--- src/rtl/ramp_profile_pkg.sv ---
// ramp_profile_pkg
// Shared definitions for the ramp profile sequencer: the FSM state
// encoding, default parameter values and the helper that sizes the tick
// divider counter from its division ratio.
package ramp_profile_pkg;

  typedef enum logic [2:0] {
    IDLE,
    RISE,
    HOLD,
    FALL,
    DONE
  } state_t;

  localparam int DEF_PWM_BITS  = 10;
  localparam int DEF_TICK_DIV  = 48;
  localparam int DEF_HOLD_BITS = 16;

  // Divider needs to hold values 0..TICK_DIV-1; sizing on TICK_DIV+1 keeps
  // the width at least 1 bit even when TICK_DIV is 1.
  function automatic int div_bits(input int tick_div);
    return $clog2(tick_div + 1);
  endfunction

  localparam int DEF_DIV_BITS = div_bits(DEF_TICK_DIV);

endpackage

--- src/rtl/ramp_profile_ctrl_if.sv ---
// ramp_profile_ctrl_if
// Configuration port of the ramp profile sequencer (valid/ready handshake).
//   cfg_valid  : master offers a new profile
//   cfg_ready  : slave can accept (only while idle)
//   cfg_target : plateau duty
//   cfg_step   : duty change per tick (0 behaves as 1)
//   cfg_hold   : plateau length in ticks
// master = system control logic, slave = ramp_profile_ctrl.
interface ramp_profile_ctrl_if
  import ramp_profile_pkg::*;
#(
  parameter int PWM_BITS  = DEF_PWM_BITS,
  parameter int HOLD_BITS = DEF_HOLD_BITS
);

  logic                 cfg_valid;
  logic                 cfg_ready;
  logic [PWM_BITS-1:0]  cfg_target;
  logic [PWM_BITS-1:0]  cfg_step;
  logic [HOLD_BITS-1:0] cfg_hold;

  modport master (
    output cfg_valid,
    output cfg_target,
    output cfg_step,
    output cfg_hold,
    input  cfg_ready
  );

  modport slave (
    input  cfg_valid,
    input  cfg_target,
    input  cfg_step,
    input  cfg_hold,
    output cfg_ready
  );

endinterface

--- src/rtl/ramp_profile_ctrl_pwm_compare.sv ---
// pwm_compare
// Free-running PWM counter with a registered comparator.
//   clk     : system clock
//   rst     : synchronous active-high reset
//   duty    : compare value, high time per period in clk cycles
//   pwm_out : registered PWM output, one cycle behind duty
// The counter is never gated, so the PWM phase is independent of the
// sequencer state. Since the compare is strict, duty=0 is constant low and
// the largest duty leaves one low cycle per period.
module pwm_compare
  import ramp_profile_pkg::*;
#(
  parameter int PWM_BITS = DEF_PWM_BITS
) (
  input  logic                clk,
  input  logic                rst,
  input  logic [PWM_BITS-1:0] duty,
  output logic                pwm_out
);

  logic [PWM_BITS-1:0] pwm_cnt;

  always_ff @(posedge clk) begin
    if (rst) begin
      pwm_cnt <= '0;
      pwm_out <= 1'b0;
    end else begin
      pwm_cnt <= pwm_cnt + 1'b1;
      pwm_out <= (pwm_cnt < duty);
    end
  end

endmodule

--- src/rtl/ramp_profile_ctrl.sv ---
// ramp_profile_ctrl
// Sequences a PWM datapath through a trapezoid profile: ramp up to a target
// duty, hold for a number of ticks, ramp back down to zero.
//   clk     : system clock
//   rst     : synchronous active-high reset
//   cfg     : config handshake (slave modport), accepted only in IDLE
//   start   : level-sampled launch from IDLE
//   abort   : immediate shutdown from RISE/HOLD/FALL
//   busy    : high in every state except IDLE
//   done    : one-cycle pulse in the DONE state
//   aborted : qualifies done when the run was cut short by abort
//   duty    : current duty value (registered)
//   pwm_out : registered PWM output
module ramp_profile_ctrl
  import ramp_profile_pkg::*;
#(
  parameter int PWM_BITS  = DEF_PWM_BITS,
  parameter int TICK_DIV  = DEF_TICK_DIV,
  parameter int HOLD_BITS = DEF_HOLD_BITS
) (
  input  logic                clk,
  input  logic                rst,
  ramp_profile_ctrl_if.slave  cfg,
  input  logic                start,
  input  logic                abort,
  output logic                busy,
  output logic                done,
  output logic                aborted,
  output logic [PWM_BITS-1:0] duty,
  output logic                pwm_out
);

  localparam int DIV_BITS = div_bits(TICK_DIV);
  localparam logic [DIV_BITS-1:0] DIV_LAST = DIV_BITS'(TICK_DIV - 1);

  state_t               state;
  logic [PWM_BITS-1:0]  target_q;
  logic [PWM_BITS-1:0]  step_q;
  logic [HOLD_BITS-1:0] hold_q;
  logic [HOLD_BITS-1:0] hold_cnt;
  logic [DIV_BITS-1:0]  div_cnt;

  logic                 tick;
  logic [PWM_BITS-1:0]  step_eff;
  logic [PWM_BITS:0]    rise_sum;
  logic [PWM_BITS-1:0]  rise_next;
  logic [PWM_BITS-1:0]  fall_next;
  logic                 hold_last;

  // Config is only taken while idle so a running profile never sees its
  // parameters change underneath it.
  assign cfg.cfg_ready = (state == IDLE);

  assign tick     = (state != IDLE) && (div_cnt == DIV_LAST);
  assign step_eff = (step_q == '0) ? PWM_BITS'(1) : step_q;

  // Rise is summed one bit wider so a large step clamps to the target
  // instead of wrapping past it.
  assign rise_sum  = {1'b0, duty} + {1'b0, step_eff};
  assign rise_next = (rise_sum >= {1'b0, target_q}) ? target_q : rise_sum[PWM_BITS-1:0];
  assign fall_next = (duty > step_eff) ? (duty - step_eff) : '0;
  assign hold_last = (({1'b0, hold_cnt} + 1'b1) == {1'b0, hold_q});

  // Divider, hold counter, config shadows and the profile FSM. Abort is
  // checked ahead of tick handling in every active state, so it wins when
  // both land in the same cycle.
  always_ff @(posedge clk) begin
    if (rst) begin
      state    <= IDLE;
      duty     <= '0;
      busy     <= 1'b0;
      done     <= 1'b0;
      aborted  <= 1'b0;
      target_q <= '0;
      step_q   <= '0;
      hold_q   <= '0;
      hold_cnt <= '0;
      div_cnt  <= '0;
    end else begin
      if (state == IDLE || tick) begin
        div_cnt <= '0;
      end else begin
        div_cnt <= div_cnt + 1'b1;
      end

      case (state)
        IDLE: begin
          done     <= 1'b0;
          aborted  <= 1'b0;
          hold_cnt <= '0;
          if (cfg.cfg_valid) begin
            target_q <= cfg.cfg_target;
            step_q   <= cfg.cfg_step;
            hold_q   <= cfg.cfg_hold;
          end
          if (start) begin
            state <= RISE;
            busy  <= 1'b1;
          end
        end

        RISE: begin
          if (abort) begin
            duty    <= '0;
            state   <= DONE;
            done    <= 1'b1;
            aborted <= 1'b1;
          end else if (duty == target_q) begin
            state <= HOLD;
          end else if (tick) begin
            duty <= rise_next;
            if (rise_next == target_q) begin
              state <= HOLD;
            end
          end
        end

        HOLD: begin
          if (abort) begin
            duty    <= '0;
            state   <= DONE;
            done    <= 1'b1;
            aborted <= 1'b1;
          end else if (hold_q == '0) begin
            state <= FALL;
          end else if (tick) begin
            hold_cnt <= hold_cnt + 1'b1;
            if (hold_last) begin
              state <= FALL;
            end
          end
        end

        FALL: begin
          if (abort) begin
            duty    <= '0;
            state   <= DONE;
            done    <= 1'b1;
            aborted <= 1'b1;
          end else if (duty == '0) begin
            state <= DONE;
            done  <= 1'b1;
          end else if (tick) begin
            duty <= fall_next;
            if (fall_next == '0) begin
              state <= DONE;
              done  <= 1'b1;
            end
          end
        end

        DONE: begin
          state   <= IDLE;
          busy    <= 1'b0;
          done    <= 1'b0;
          aborted <= 1'b0;
        end

        default: begin
          state   <= IDLE;
          duty    <= '0;
          busy    <= 1'b0;
          done    <= 1'b0;
          aborted <= 1'b0;
        end
      endcase
    end
  end

  pwm_compare #(
    .PWM_BITS (PWM_BITS)
  ) u_pwm (
    .clk     (clk),
    .rst     (rst),
    .duty    (duty),
    .pwm_out (pwm_out)
  );

endmodule

--- src/flat_wrapper.sv ---
// flat-port wrapper written by rule: the top's interface ports become plain ports
module ramp_profile_ctrl_flat import ramp_profile_pkg::*;
#(
  parameter int PWM_BITS  = DEF_PWM_BITS,
  parameter int TICK_DIV  = DEF_TICK_DIV,
  parameter int HOLD_BITS = DEF_HOLD_BITS
)
  (clk, rst, start, abort, busy, done, aborted, duty, pwm_out, cfg_cfg_valid, cfg_cfg_target, cfg_cfg_step, cfg_cfg_hold, cfg_cfg_ready);
  ramp_profile_ctrl_if #(.PWM_BITS(PWM_BITS), .HOLD_BITS(HOLD_BITS)) cfg_i ();
  input  logic clk;
  input  logic rst;
  input  logic start;
  input  logic abort;
  output logic busy;
  output logic done;
  output logic aborted;
  output logic [PWM_BITS-1:0] duty;
  output logic pwm_out;
  input wire logic [$bits(cfg_i.cfg_valid)-1:0] cfg_cfg_valid;
  input wire logic [$bits(cfg_i.cfg_target)-1:0] cfg_cfg_target;
  input wire logic [$bits(cfg_i.cfg_step)-1:0] cfg_cfg_step;
  input wire logic [$bits(cfg_i.cfg_hold)-1:0] cfg_cfg_hold;
  output wire logic [$bits(cfg_i.cfg_ready)-1:0] cfg_cfg_ready;
  assign cfg_i.cfg_valid = cfg_cfg_valid;
  assign cfg_i.cfg_target = cfg_cfg_target;
  assign cfg_i.cfg_step = cfg_cfg_step;
  assign cfg_i.cfg_hold = cfg_cfg_hold;
  assign cfg_cfg_ready = cfg_i.cfg_ready;
  ramp_profile_ctrl #(.PWM_BITS(PWM_BITS), .TICK_DIV(TICK_DIV), .HOLD_BITS(HOLD_BITS)) u_core (.clk(clk), .rst(rst), .cfg(cfg_i), .start(start), .abort(abort), .busy(busy), .done(done), .aborted(aborted), .duty(duty), .pwm_out(pwm_out));
endmodule
--- config.mk ---
export PLATFORM = sky130hd
export DESIGN_NAME = ramp_profile_ctrl_flat
export DESIGN_NICKNAME = d
export VERILOG_FILES = /design/src/rtl/ramp_profile_pkg.sv /design/src/rtl/ramp_profile_ctrl_if.sv /design/src/rtl/ramp_profile_ctrl_pwm_compare.sv /design/src/rtl/ramp_profile_ctrl.sv /design/src/flat_wrapper.sv
export SDC_FILE = /design/constraint.sdc
export NUM_CORES = 1
export LEC_CHECK = 0
export BUFFER_PORTS_ARGS = -buffer_cell sky130_fd_sc_hd__buf_2
export CAP_MARGIN = 20
export CELL_PAD_IN_SITES_DETAIL_PLACEMENT = 1
export CELL_PAD_IN_SITES_GLOBAL_PLACEMENT = 2
export CORE_MARGIN = 1.5
export CORE_UTILIZATION = 39
export CTS_BUF_LIST = sky130_fd_sc_hd__clkbuf_8
export CTS_CLUSTER_SIZE = 12
export DETAILED_ROUTE_END_ITERATION = 16
export GPL_TIMING_DRIVEN = 0
export PLACE_DENSITY_LB_ADDON = 0.1
export SYNTH_ARGS = -nofsm -noshare
export SYNTH_HDL_FRONTEND = slang
export SYNTH_HIERARCHICAL = 1
export SYNTH_SLANG_ARGS = --single-unit
--- constraint.sdc ---
create_clock -name clk -period 7 [get_ports clk]
set_clock_uncertainty 0.2 [all_clocks]
set_input_delay 1.4 -clock clk [delete_from_list [all_inputs] [get_ports clk]]
set_output_delay 1.4 -clock clk [all_outputs]
set_load 0.005 [all_outputs]
==> impl_metrics.yaml <==
drt:
  drt_wl_total_microns: 19800
  viasPerCell: 5.575
  wl_per_cell_microns: 18.73
  postRouteAntennaNets: 0
  vias: 5893
  first_pass_iters: 4
  drt-initial-drc-count: 335
  post-route-drc-count: 0
yosys:
  synthMuxAreaShare_pct: 1.321
  syn_area_per_cell_sq_um: 7.603
  yosys.area_share.adder_pct: 9.705
  ys_seq_area_share_pct: 28.08
  synth_top_family_by_area: "simple AND/OR/NAND/NOR gates"
  ys_types: 76
  synthSimpleGateAreaFrac_pct: 24.57
  ys_top_cells_by_area: "dfxtp_1, ha_1, a21oi_1"
  ys_warn_count: 6
  synthXorXnorAreaFrac_pct: 9.416
  synth_commonest_cells: "nand2_1, a21oi_1, dfxtp_1, nor2_1, inv_1"
  yosysTopAreaCell: "dfxtp_1"
  synth-seq-cells: 85
  post-synth-top-area-fraction_pct: 28.08
  yosysMostFrequentCell: "nand2_1"
  synthCells: 797
  synth_compound_area_share_pct: 20.67
  ys.flop_type: "dfxtp_1"
  synth_edf_count: 0
  ys_async_sr_fraction_pct: 0
  syn-num-nets: 883
  synth_area_sq_um: 6060
pwr:
  powerDensity_nw_per_um2: 316.3
  p_int_mw: 1.137
  pwr-share-seq_pct: 29.7
  vdd_drop_max_mv: 0.1240
  power_frac_comb_pct: 54.2
  power.switching_mw: 1.002
  total_leakage_power_nw: 2.562
  switching_share_pct: 46.85
  pwr-share-clk_pct: 16.1
timing:
  fmax_mhz: 181.7
  setup_viol: 0
  finalCritPeriodShare_pct: 78.64
  maxSlewViolCount: 0
  setup-tns-final_ns: 0
  rsz0062_at_grt: "false"
  worst_pin_slew_ns: 0.8961
  slew_headroom_pct: 39.80
  fin_crit_ns: 5.505
  hold_viol_final: 0
cells_and_area:
  antenna_cells: 0
  num-nets-final: 950
  area_growth_syn_to_layout_pct: 11.56
  drive_above_1_share_pct: 11.28
  final_cells: 1057
run:
  drv_cap: 0
setup_path:
  path_class: "flop to flop"
  critPathRequiredTime_ns: 7.10
  crit_path_end_kind: "flop"
  critical_path_arrival_ns: 5.60
  critPathMaxFanout: 10
  critPathLaunchType: "flop"
grt:
  overflow: 0
  track_usage_pct: 24.79
  grt_pass1_vias: 5895
  grt_max_degree: 15
  grt_first_pass_wirelength_microns: 31530
  antenna_found_initial: 0
clocking:
  root_buffer: "clkbuf_8"
  cts_buffer_depth: 2
  holdBufCountCts: 0
  clk_pin_slew_ns: 0.10
  htree_levels: 3
  cts_setup_buffers: 0
  cts_sinks: 85
  cts_tree: "built"
  cts_buffers: 9
  postCtsResizedCells: 0
  clkLatencyLatePin_ns: 0.37
place:
  gp_congestion: 0.8952
  port_buffers: 55
  dpl.cell_count: 1040
  dp_hpwl_microns: 15700
floorplanning:
  start_util_pct: 39.86
  die_area_sq_um: 16290
  num_io_pins: 56
  core_area_sq_um: 15200
  chipWidth_microns: 127.7
  die_h_microns: 127.7
  fp-row-count: 45
status:
  outcome: "finished clean"
hold_path:
  hold_class: "flop to flop"
[cells in the final DEF (no fill, tap or decap), drive strengths merged, types with 4 or more instances in the layout]
cell type | Yosys | layout
nand2 | 119 | 119
a21oi | 100 | 100
dfxtp | 85 | 85
buf | 3 | 59
nor2 | 58 | 58
clkbuf | 45 | 56
inv | 51 | 54
ha | 43 | 43
xnor2 | 42 | 42
o21ai | 25 | 25
nor3 | 21 | 21
xor2 | 18 | 18
nand3 | 17 | 17
nor2b | 14 | 14
nand4 | 13 | 13
nor4 | 13 | 13
or3 | 10 | 10
o31ai | 9 | 9
nand2b | 8 | 8
a2111oi | 6 | 6
o311ai | 6 | 6
or4 | 6 | 6
a21o | 5 | 5
and3 | 5 | 5
mux2 | 5 | 5
o21a | 4 | 4
o31a | 4 | 4
o32ai | 4 | 4
a211oi | 4 | 4
[stage by stage]
step	power (mW)	cell area [sq um]	utilization, %	hold slack [ns]	worst slack (ns)
after floorplan	1.444	6060	-	0.2302	2.589
after global placement	1.758	6570	43.22	0.2447	1.851
after detailed placement	1.795	6570	43.22	0.2665	1.584
after CTS	2.144	6755	44.44	0.2910	1.523
after global routing	2.303	6760	44.47	0.3071	1.028
final	2.138	6760	44.47	0.2771	1.495
[critical path, stage by stage, from the launching register on]
cell and delay [ns]:
dfxtp_1 0.38, nor4_1 0.32, a41o_1 0.30, ha_1 0.20, inv_1 0.07, fa_1 0.40, o21ai_0 0.43, a2111oi_0 0.25
o31a_1 0.35, xnor2_1 0.22, ha_1 0.29, a21oi_1 0.15, nor2b_1 0.06, a2111oi_0 0.45, o31a_1 0.29, clkbuf_1 0.38
a21oi_1 0.13, o32ai_1 0.31, nand2_1 0.09, a21oi_1 0.17
[registers in the layout, summed over array words and instances, names as in the netlist, 3 cells and up]
name                  flops
u_core/target_q          10
u_core/duty              10
u_core/hold_cnt          16
u_core/state              3
u_core/div_cnt            6
u_core/u_pwm/pwm_cnt     10
u_core/step_q            10
u_core/hold_q            16
[area by class of cell]
| cell class | count | area, sq um |
|---|---|---|
| Fill cell | 1953 | 8442 |
| Multi-Input combinational cell | 612 | 3980 |
| Sequential cell | 85 | 1702 |
| Timing Repair Buffer | 56 | 280.3 |
| Tap cell | 188 | 235.2 |
| Inverter | 52 | 195.2 |
| Buffer | 48 | 182.7 |
| Clock buffer | 11 | 151.4 |
| Clock inverter | 5 | 33.78 |
[kinds of logic after synthesis]
group | Yosys count
AND/OR/NAND/NOR | 303
flip-flops | 85
buffers and inverters | 100
multiplexers | 7
XOR/XNOR | 62
adder cells (fa/ha/maj) | 46
AO/OA/AOI/OAI | 194
[power by group through the flow]
stage	Combinational (mW)	Clock (mW)	Sequential, mW
4_1_cts	1.15	0.355	0.635
6_report	1.16	0.344	0.635
5_1_grt	1.29	0.373	0.643
2_1_floorplan	0.832	0	0.612
3_3_place_gp	1.11	0	0.644
3_5_place_dp	1.15	0	0.646
[per-layer routing]
metal  GRT usage [%]  up-vias  part of all wire, %
met4           6.345        0                  1.3
met5               0        -                    0
met1           34.34     2866                   49
met3           3.840       18                  3.4
met2           40.45       95                   46
li1                -     2914                    -
[path summary, 6_finish.rpt]
check	slack, ns	cells past startpoint	end	start
hold / removal	0.28	1	u_core/div_cnt[0]	u_core/div_cnt[0]
setup / recovery	1.50	19	u_core/duty[0]	u_core/step_q[7]
hold reg to reg	0.28	1	u_core/div_cnt[0]	u_core/div_cnt[0]
setup reg to reg	1.50	19	u_core/duty[0]	u_core/step_q[7]
Power figures use the tool's default switching activity.
